`src/rtl/fib_pkg.sv`:
```
// fib_pkg: shared FSM state encoding, mux select codes and datapath width for the Fibonacci sequencer
package fib_pkg;
  typedef enum logic [1:0] {IDLE, INIT, RUN, DONE} fib_state_e;
  localparam logic SEL_INIT = 1'b0;
  localparam logic SEL_STEP = 1'b1;
  localparam int DATA_W = 32;
endpackage

```
`src/rtl/fib_seq_ctrl_if.sv`:
```
// fib_seq_ctrl_if: start/done handshake plus datapath control bundle for fib_seq_ctrl
//  start  request, n iteration count, abort cancel (only with FIB_SEQ_CTRL_ABORT_EN)
//  sel    mux select (0 init, 1 step), en flop enable, busy, done pulse
//  master = requester/datapath side, slave = controller side
interface fib_seq_ctrl_if #(parameter int N_W = 6);
  logic           start;
  logic [N_W-1:0] n;
  logic           sel;
  logic           en;
  logic           busy;
  logic           done;
`ifdef FIB_SEQ_CTRL_ABORT_EN
  logic           abort;
  modport master (output start, n, abort, input sel, en, busy, done);
  modport slave  (input start, n, abort, output sel, en, busy, done);
`else
  modport master (output start, n, input sel, en, busy, done);
  modport slave  (input start, n, output sel, en, busy, done);
`endif
endinterface

```
`src/rtl/fib_iter_cnt.sv`:
```
// fib_iter_cnt: iteration down counter for the Fibonacci sequencer
//  clk, rstn (async active-low), i_load loads i_d, i_dec decrements (saturates at 0),
//  o_is_zero / o_is_one flag the current count
module fib_iter_cnt #(parameter int N_W = 6) (
  input  logic           clk,
  input  logic           rstn,
  input  logic           i_load,
  input  logic           i_dec,
  input  logic [N_W-1:0] i_d,
  output logic           o_is_zero,
  output logic           o_is_one
);
  logic [N_W-1:0] r_cnt;
  always_ff @(posedge clk or negedge rstn)
    if (!rstn) r_cnt <= '0;
    else if (i_load) r_cnt <= i_d;
    else if (i_dec && r_cnt != '0) r_cnt <= r_cnt - 1'b1;
  assign o_is_zero = r_cnt == '0;
  assign o_is_one  = r_cnt == N_W'(1);
endmodule

```
`src/rtl/fib_seq_ctrl.sv`:
```
// fib_seq_ctrl: Moore FSM sequencing the a/b Fibonacci datapath until a = fib(n)
//  clk, rstn (async active-low), bus (fib_seq_ctrl_if.slave): start/n in, sel/en/busy/done out
//  FIB_SEQ_CTRL_ABORT_EN adds bus.abort: cancels a run in INIT/RUN, gating en in the same cycle
module fib_seq_ctrl import fib_pkg::*; #(parameter int N_W = 6) (
  input logic           clk,
  input logic           rstn,
  fib_seq_ctrl_if.slave bus
);
  fib_state_e r_state, w_nxt;
  logic r_sel, r_en, r_busy, r_done;
  logic w_zero, w_one, w_abort;
  fib_iter_cnt #(.N_W(N_W)) u_cnt (
    .clk       (clk),
    .rstn      (rstn),
    .i_load    (r_state == IDLE && bus.start),
    .i_dec     (r_state == RUN),
    .i_d       (bus.n),
    .o_is_zero (w_zero),
    .o_is_one  (w_one)
  );
  always_comb begin
`ifdef FIB_SEQ_CTRL_ABORT_EN
    w_abort = bus.abort && (r_state == INIT || r_state == RUN);
`else
    w_abort = 1'b0;
`endif
    w_nxt = IDLE;
    case (r_state)
      IDLE:    w_nxt = bus.start ? INIT : IDLE;
      INIT:    w_nxt = w_zero ? DONE : RUN;
      RUN:     w_nxt = w_one ? DONE : RUN;
      default: w_nxt = IDLE;
    endcase
    if (w_abort) w_nxt = IDLE;
  end
  // outputs are registered from the next state so they track r_state exactly
  always_ff @(posedge clk or negedge rstn)
    if (!rstn) begin
      r_state <= IDLE;
      r_sel   <= SEL_INIT;
      r_en    <= 1'b0;
      r_busy  <= 1'b0;
      r_done  <= 1'b0;
    end else begin
      r_state <= w_nxt;
      r_sel   <= w_nxt == RUN ? SEL_STEP : SEL_INIT;
      r_en    <= w_nxt == INIT || w_nxt == RUN;
      r_busy  <= w_nxt == INIT || w_nxt == RUN;
      r_done  <= w_nxt == DONE;
    end
  assign bus.sel  = r_sel;
  assign bus.en   = r_en & ~w_abort;
  assign bus.busy = r_busy;
  assign bus.done = r_done;
endmodule

```
`src/flat_wrapper.sv`:
```
// flat-port wrapper written by rule: the top's interface ports become plain ports
module fib_seq_ctrl_flat import fib_pkg::*;
#(parameter int N_W = 6)
  (clk, rstn, bus_start, bus_n, bus_sel, bus_en, bus_busy, bus_done);
  fib_seq_ctrl_if #(.N_W(N_W)) bus_i ();
  input logic clk;
  input logic rstn;
  input wire logic [$bits(bus_i.start)-1:0] bus_start;
  input wire logic [$bits(bus_i.n)-1:0] bus_n;
  output wire logic [$bits(bus_i.sel)-1:0] bus_sel;
  output wire logic [$bits(bus_i.en)-1:0] bus_en;
  output wire logic [$bits(bus_i.busy)-1:0] bus_busy;
  output wire logic [$bits(bus_i.done)-1:0] bus_done;
  assign bus_i.start = bus_start;
  assign bus_i.n = bus_n;
  assign bus_sel = bus_i.sel;
  assign bus_en = bus_i.en;
  assign bus_busy = bus_i.busy;
  assign bus_done = bus_i.done;
  fib_seq_ctrl #(.N_W(N_W)) u_core (.clk(clk), .rstn(rstn), .bus(bus_i));
endmodule
```
`config.mk`:
```
export PLATFORM = sky130hd
export DESIGN_NAME = fib_seq_ctrl_flat
export DESIGN_NICKNAME = d
export VERILOG_FILES = /design/src/rtl/fib_pkg.sv /design/src/rtl/fib_seq_ctrl_if.sv /design/src/rtl/fib_iter_cnt.sv /design/src/rtl/fib_seq_ctrl.sv /design/src/flat_wrapper.sv
export SDC_FILE = /design/constraint.sdc
export NUM_CORES = 1
export LEC_CHECK = 0
export CELL_PAD_IN_SITES_DETAIL_PLACEMENT = 1
export CELL_PAD_IN_SITES_GLOBAL_PLACEMENT = 2
export CORE_UTILIZATION = 32
export DETAILED_ROUTE_END_ITERATION = 10
export GPL_TIMING_DRIVEN = 0
export HOLD_SLACK_MARGIN = 0.12
export PLACE_DENSITY = 0.83
export SLEW_MARGIN = 20
export SYNTH_ARGS = -nofsm -noshare
export SYNTH_HDL_FRONTEND = slang
export SYNTH_SLANG_ARGS = --single-unit
```
`constraint.sdc`:
```
create_clock -name clk -period 2.45 [get_ports clk]
set_input_delay 0.3675 -clock clk [delete_from_list [all_inputs] [get_ports clk]]
set_output_delay 0.3675 -clock clk [all_outputs]
set_load 0.05 [all_outputs]
```
# == After elaboration in Yosys (flattened, before gate mapping) ==
# Index checks and enable logic that the tools add are counted.
# word_totals
elab_cells,26
inputBits,9
output_inout_bits,4
register_bits,11
# classes
n_addsub,1
n_mux,7
reduce_logical,7
eq_ne,6
# ops
op,count
$mux W6,2
$eq A2 B2 Y1 const B,3
$eq A6 B1 Y1 const B,1
$logic_not A6 Y1,1
$pmux W2 S3,1
$reduce_bool A6 Y1,1
$sub A6 B1 Y6 const B,1
$eq A2 B1 Y1 const B,2
$mux W1,4
$logic_and A1 B1 Y1,2
$logic_not A2 Y1,1
$reduce_bool A2 Y1,1
$logic_or A1 B1 Y1,1

# == Longest topological paths before layout ==
# Gate-level depths: netlist of run 1.
# logic_depth
word_depth,5
ltp_mapped,7
mapped_depth_nobuf,7

# == Hierarchy ==
# Synthesis of run 1 repeated with hierarchy kept, for this count alone.
# hier_totals
hier_cells,68
hier_area_um2,670.6
# modules_own_cells
mod,instances,cells_each,area_per_inst_um2,seq_area_each_um2
fib_iter_cnt,1,47,421.7,150.1
fib_seq_ctrl,1,21,249.0,125.1

# == Least setup slack after synthesis of run 1 ==
# Ideal clock, no wire load.
# synth_path
kind,reg2reg
start,reg u_core.u_cnt.r_cnt[0]
end,"reg u_core.r_en, in the netlist u_core.bus.en"
required_ns,2.337
t_arrival_ns,1.324
n_path_buf,0
synth_period_minus_slack_ns,1.436
setup_time_ns,0.113
path_stages_with_launch,8
slack_ns,1.014
cell_sequence,dfrtp_1 > inv_1 > ha_1 > a22o_1 > nand2_1 > a21o_1 > ha_1 > inv_1
# synth_between
elab_chain_len,5
elab_cells_between_ends,8
cone_classes,3 x eq/ne; 3 x mux; 2 x reduce/logical
# synth_lines
item,line,text
from (decl),fib_iter_cnt.sv:13,logic [N_W-1:0] r_cnt;
from (signal assigned),fib_iter_cnt.sv:16,else if (i_load) r_cnt <= i_d;
from (signal assigned),fib_iter_cnt.sv:17,else if (i_dec && r_cnt != '0) r_cnt <= r_cnt - 1'b1;
$eq A6 B1 Y1 or $logic_not A6 Y1 (tied branches),"fib_iter_cnt.sv:19, fib_iter_cnt.sv:18",
$mux W1 (on tied branches),"fib_seq_ctrl.sv:31, fib_seq_ctrl.sv:30",
$pmux W2 S3 (*),fib_seq_ctrl.sv:28,case (r_state)
$eq A2 B1 Y1 or $eq A2 B2 Y1 (tied branches),fib_seq_ctrl.sv:47,r_en <= w_nxt == INIT || w_nxt == RUN;
$logic_or A1 B1 Y1 (*),fib_seq_ctrl.sv:47,
to (signal assigned),fib_seq_ctrl.sv:41,r_en <= 1'b0;
to (signal assigned),fib_seq_ctrl.sv:47,
to (decl),fib_seq_ctrl.sv:10,"logic r_sel, r_en, r_busy, r_done;"
# Mark *: on every way between the ends. The rest lies on a longest branch, timed or not.
# A chain may end at the register's enable or synchronous reset.

# == Final worst setup path of run 1 ==
# layout_path
start,"reg u_core.r_en, in the netlist u_core.bus.en"
end,out bus_en
# layout_lines
item,line,text
to (decl),flat_wrapper.sv:11,output wire logic [$bits(bus_i.en)-1:0] bus_en;
# No word-level cell between the ends.

==> impl_metrics.py, run 1 <==
metrics = {
    "worst_setup_path": {
        "critPathRequiredTime_ns": 2.08,
        "cp-end-kind": "primary output",
        "worst_setup_path_start_kind": "register",
        "arrival_ns": 1.52,
        "critical_path_peak_fanout": 2,
        "crit_type": "register to primary output",
    },
    "synthesis": {
        "synth_fa_ha_area_share_pct": 15.97,
        "ys_ff_latch": 11,
        "synth_top_family_by_area": "simple AND/OR/NAND/NOR gates",
        "synth_area_leaders": "dfrtp_1 44%, ha_1 16%, mux2i_1 4.8%, nor2_1 4.2%, a21oi_1 4.0%",
        "synth_nets": 77,
        "synth-xor-area-share_pct": 1.397,
        "yosysWarnings": 0,
        "avgSynthCellArea_um2": 10.45,
        "synth_mux_area_share_pct": 7.186,
        "yosysTopAreaCell": "dfrtp_1",
        "syn_area_um2": 626.9,
        "yosys.area_share.simple_pct": 16.57,
        "synth-compound-area-share_pct": 9.581,
        "synth_cell_type_count": 21,
        "synth_top_area_share_pct": 43.91,
        "syn_inst": 60,
        "ys_seq_area_share_pct": 43.91,
    },
    "clocking": {
        "cts_root_buf": "clkbuf_4",
        "post_cts_buffers": 0,
        "clockBufferDepth": 2,
        "numClockSinks": 11,
        "cts_hold_buf": 0,
        "htreeDepth": 1,
        "cts_tree": "built",
        "clk_pin_slew_ns": 0.07,
        "postCtsResizedCells": 0,
        "insertion_delay_ns": 0.26,
        "tritoncts.num_buffers": 3,
    },
    "timing": {
        "hold_viol": 0,
        "fin_hold_ws_ns": 0.4384,
        "period_minus_slack_ns": 1.889,
        "slew_viol_final": 0,
        "fin_setup_tns_ns": 0,
        "relSlewSlack_pct": 65.83,
        "fmax_mhz": 529.3,
        "fin_skew_ns": 0.002387,
        "rsz0062_at_grt": "false",
        "setup_violations": 0,
        "worst_pin_slew_ns": 0.5109,
        "min_period_over_period_pct": 77.11,
    },
    "grt": {
        "grt_use_total_pct": 15.22,
        "grt_remaining_overflow": 0,
        "grt_start_max_net_pins": 12,
        "grt_antenna_before_repair": 0,
        "grt_pass1_vias": 501,
        "grt_pass1_wl_um": 2145,
    },
    "route": {
        "firstDrtPassIters": 3,
        "drt-initial-drc-count": 5,
        "post-route-drc-count": 0,
        "wl_met2_um": 550,
        "wl_met3_um": 57,
        "antenna_left": 0,
        "route.top_layer_used": "met4",
        "finalWirelength_um": 1267,
        "num_vias": 470,
        "drt-met1-wl_um": 638,
        "via_per_inst": 4.653,
        "routedWlPerCell_um": 12.54,
    },
    "floorplan": {
        "row_count": 15,
        "initial_core_util_pct": 35.16,
        "die_y_um": 46.26,
        "core-area_um2": 1783,
        "dieArea_um2": 2140,
        "ios": 13,
        "fp.dieW_um": 46.26,
    },
    "placement": {
        "gp_congestion": 0.7040,
        "io_buffers": 12,
        "dp_hpwl_um": 939.2,
    },
    "cells_and_area": {
        "nets": 94,
        "diodes": 0,
        "final_common_cell": "clkdlybuf4s50_1",
        "syn2layout_area_growth_pct": 28.34,
        "fillers": 206,
        "final_cell_mix": "12 x clkdlybuf4s50_1, 11 x dfrtp_1, 8 x ha_1",
        "drive_gt1_share_pct": 9.211,
    },
    "pwr": {
        "static-leakage-power_nw": 0.3779,
        "powerDensity_nw_per_um2": 400.5,
        "vdd_drop_max_uv": 253.3,
    },
    "run_status": {
        "status": "completed",
    },
    "run": {
        "maxCapViolations": 0,
    },
    "worst_hold_path": {
        "hp-class": "input port to async pin",
    },
}
[flip-flops by register name, summed over array words and instances, names as in the netlist]
register,flops
u_core.bus.sel,1
u_core.r_state,2
u_core.bus.done,1
u_core.bus.en,1
u_core.u_cnt.r_cnt,6
[metrics by stage]
| step | utilization [%] | area, um2 | std cells | total power, W | setup slack [ns] |
|---|---|---|---|---|---|
| 2_1_floorplan | - | 626.9 | 60 | 0.0001851 | 1.014 |
| 3_3_place_gp | 43.65 | 778.2 | 97 | 0.0002017 | 0.7995 |
| 3_5_place_dp | 43.65 | 778.2 | 97 | 0.0002020 | 0.7906 |
| 4_1_cts | 45.12 | 804.5 | 101 | 0.0003301 | 0.5426 |
| 5_1_grt | 45.12 | 804.5 | 101 | 0.0003419 | 0.5119 |
| 6_report | 45.12 | 804.5 | 101 | 0.0003222 | 0.5608 |
[critical path: stages (launching register included)]
cell             delay, ns
dfrtp_1               0.36
buf_4                 0.11
clkdlybuf4s50_1       0.79
[power by group]
group          leakage [nW]  internal, W  total [W]  switching (W)
clock network        0.0150    0.0000629   0.000124      0.0000615
registers             0.128     0.000181   0.000181              0
logic                 0.235    0.0000111  0.0000165     0.00000534
[routing by layer]
metal / up-vias / global-route usage (%)
met5: - / 0
met4: 0 / 10.59
met3: 2 / 3.529
met2: 10 / 22.25
met1: 225 / 19.57
li1: 233 / -
[final timing paths]
path | slack (ns) | depth (start not counted) | start | to
min in group clk | 0.64 | 2 | u_core.u_cnt.r_cnt[0] | u_core.u_cnt.r_cnt[0]
worst min-delay path | 0.44 | 1 | rstn | u_core.u_cnt.r_cnt[0]
max in group asynchronous | 1.67 | 1 | rstn | u_core.bus.sel
worst max-delay path | 0.56 | 2 | u_core.bus.en | bus_en
worst max register to register | 0.85 | 7 | u_core.u_cnt.r_cnt[0] | u_core.bus.en
worst min register to register | 0.64 | 2 | u_core.u_cnt.r_cnt[0] | u_core.u_cnt.r_cnt[0]
[cell families (layout without fill, tap and decap cells)]
group	count (synthesis)	after routing
mux	4	4
fa+ha+maj	8	8
flops	11	11
simple gates	19	19
xor+xnor	1	1
compound gates	9	9
buf+inv	8	24
[synthesized netlist by cell type]
| master | n |
|---|---|
| a21boi_2 | 1 |
| a21o_1 | 1 |
| a21oi_1 | 5 |
| a22o_1 | 1 |
| buf_4 | 1 |
| clkbuf_1 | 1 |
| dfrtp_1 | 11 |
| ha_1 | 8 |
| inv_1 | 6 |
| mux2_4 | 1 |
| mux2i_1 | 3 |
| nand2_1 | 4 |
| nand3_1 | 2 |
| nand4_1 | 1 |
| nand4b_1 | 1 |
| nor2_1 | 7 |
| nor2b_1 | 1 |
| nor3_1 | 2 |
| nor4_4 | 1 |
| o211ai_1 | 1 |
| xnor2_1 | 1 |
[layout make-up]
type / count / area [um2] / share of cell area, %
timing repair buffer: 12 / 120.1 / 14.93
inverter: 6 / 22.52 / 2.799
multi-input combinational: 41 / 317.8 / 39.50
buffer: 2 / 11.26 / 1.400
clock buffer: 4 / 26.28 / 3.266
tap: 25 / 31.28 / 3.888
sequential: 11 / 275.3 / 34.21
Power figures use the tool's default switching activity.
==> run 2: changes to the inputs <==
--- a/config.mk
+++ b/config.mk
@@ -7,11 +7,11 @@
 export LEC_CHECK = 0
 export CELL_PAD_IN_SITES_DETAIL_PLACEMENT = 1
 export CELL_PAD_IN_SITES_GLOBAL_PLACEMENT = 2
-export CORE_UTILIZATION = 32
+export CORE_UTILIZATION = 30
 export DETAILED_ROUTE_END_ITERATION = 10
 export GPL_TIMING_DRIVEN = 0
 export HOLD_SLACK_MARGIN = 0.12
-export PLACE_DENSITY = 0.83
+export PLACE_DENSITY = 0.79
 export SLEW_MARGIN = 20
 export SYNTH_ARGS = -nofsm -noshare
 export SYNTH_HDL_FRONTEND = slang
==> constraint.sdc (replaced) <==
create_clock -name clk -period 1.91 [get_ports clk]
set_input_delay 0.2865 -clock clk [delete_from_list [all_inputs] [get_ports clk]]
set_output_delay 0.2865 -clock clk [all_outputs]
set_load 0.05 [all_outputs]
==> run 2 against run 1 <==
Net effect: first-iteration DRC count fell by 60%; cell area rose by 0.31%; non-clock buffer count did not move; die area rose by 6.4%; clock skew rose by 0.00080 ns; utilization fell by 4.0 points; critical path depth did not move; hold slack got worse by 0.077 ns; critical endpoint unchanged; largest cell class unchanged; highest routed layer unchanged.
==> impl_metrics.py, run 2 (synthesis results as in run 1) <==
metrics = {
    "floorplan": {
        "die_y_um": 47.71,
        "dieArea_um2": 2276,
        "core-area_um2": 1962,
        "fp.dieW_um": 47.71,
        "initial_core_util_pct": 31.95,
        "row_count": 16,
        "ios": 13,
    },
    "clocking": {
        "postCtsResizedCells": 0,
        "htreeDepth": 1,
        "post_cts_buffers": 0,
        "cts_hold_buf": 0,
        "numClockSinks": 11,
        "tritoncts.num_buffers": 3,
        "clockBufferDepth": 2,
        "cts_root_buf": "clkbuf_4",
        "insertion_delay_ns": 0.26,
        "clk_pin_slew_ns": 0.07,
        "cts_tree": "built",
    },
    "placement": {
        "dp_hpwl_um": 1019,
        "io_buffers": 12,
        "placed_area_um2": 780.7,
        "gp_congestion": 0.7035,
    },
    "grt": {
        "grt_start_max_net_pins": 12,
        "grt_antenna_before_repair": 0,
        "grt_remaining_overflow": 0,
        "grt_pass1_vias": 492,
        "grt_pass1_wl_um": 2063,
        "grt_use_total_pct": 13.85,
    },
    "route": {
        "firstDrtPassIters": 4,
        "finalWirelength_um": 1302,
        "antenna_left": 0,
        "drt-initial-drc-count": 2,
        "post-route-drc-count": 0,
        "num_vias": 454,
        "routedWlPerCell_um": 12.64,
        "via_per_inst": 4.408,
    },
    "timing": {
        "slew_viol_final": 0,
        "worst_pin_slew_ns": 0.5149,
        "fin_skew_ns": 0.003190,
        "period_minus_slack_ns": 1.793,
        "min_period_over_period_pct": 93.89,
        "setup_violations": 0,
        "fin_setup_tns_ns": 0,
        "hold_viol": 0,
        "rsz0062_at_grt": "false",
        "relSlewSlack_pct": 65.57,
        "fmax_mhz": 557.7,
    },
    "cells_and_area": {
        "syn2layout_area_growth_pct": 28.74,
        "largest_reg_flops": 6,
        "diodes": 0,
        "drive_gt1_share_pct": 9.211,
        "nets": 94,
        "largestRegisters": "u_core.u_cnt.r_cnt (6), u_core.r_state (2)",
        "multi_input_area_um2": 317.8,
        "final_cell_mix": "12 x clkdlybuf4s50_1, 11 x dfrtp_1, 8 x ha_1",
        "seq_area_um2": 275.3,
        "top_register": "u_core.u_cnt.r_cnt",
        "final_common_cell": "clkdlybuf4s50_1",
        "fin_area_um2": 807.0,
        "fillers": 247,
    },
    "worst_setup_path": {
        "crit_start": "u_core.bus.en",
        "arrival_ns": 1.51,
        "crit_type": "register to primary output",
        "r2r-start": "u_core.u_cnt.r_cnt[0]",
        "cp-end-kind": "primary output",
        "worst_setup_path_start_kind": "register",
        "critPathRequiredTime_ns": 1.62,
        "critical_path_peak_fanout": 2,
    },
    "run_status": {
        "status": "completed",
    },
    "pwr": {
        "powerDensity_nw_per_um2": 507.6,
        "static-leakage-power_nw": 0.3779,
        "vdd_drop_max_uv": 406.5,
    },
    "worst_hold_path": {
        "hp-class": "input port to async pin",
    },
    "run": {
        "maxCapViolations": 0,
    },
}
## run 2: cell counts in the layout (fill, tap and decap cells not counted)
Identical to the previous run, type by type.
## run 2: path summary, 6_finish.rpt
check / depth (start not counted) / end / slack, ns
max in group asynchronous: 1 / u_core.bus.done / 1.20
setup reg to reg: 7 / u_core.bus.en / 0.29
min in group clk: 3 / u_core.u_cnt.r_cnt[0] / 0.61
hold reg to reg: 2 / u_core.u_cnt.r_cnt[3] / 0.66
hold / removal: 1 / u_core.u_cnt.r_cnt[1] / 0.36
setup / recovery: 2 / bus_en / 0.12
## run 2: layout make-up
cell class	instances	share of cell area [%]
Clock buffer	4	3.256
Tap cell	27	4.186
Sequential cell	11	34.11
Timing Repair Buffer	12	14.88
Buffer	2	1.395
Inverter	6	2.791
Multi-Input combinational cell	41	39.38
## run 2: power breakdown
group          switching [W]  leakage [nW]   total, W  internal [W]
registers                  0         0.128   0.000233      0.000233
clock network      0.0000750        0.0150   0.000156     0.0000806
logic             0.00000693         0.235  0.0000212     0.0000143
total              0.0000820         0.378   0.000410      0.000328
## run 2: per-stage QoR
stage          cells  hold WS [ns]  power [W]  worst slack [ns]  utilization [%]
2_1_floorplan     60     -0.009091  0.0002375            0.4736                -
3_3_place_gp      99        0.6208  0.0002589            0.3184            39.80
3_5_place_dp      99        0.6460  0.0002591            0.2811            39.80
4_1_cts          103        0.3818  0.0004217           0.09117            41.14
5_1_grt          103        0.4008  0.0004354           0.06313            41.14
6_report         103        0.3618  0.0004096            0.1168            41.14
## run 2: worst max-delay path, cell delays in order, from the launching register on
cell and delay (ns):
dfrtp_1 0.35, buf_4 0.10, clkdlybuf4s50_1 0.79
## run 2: layer usage
layer / wire length [um] / vias up / GRT usage [%]
met1: 596 / 207 / 15.58
met2: 626 / 13 / 23.51
met3: 66 / 2 / 5.660
met4: 12 / 0 / 5.000
li1: - / 232 / -
met5: 0 / - / 0
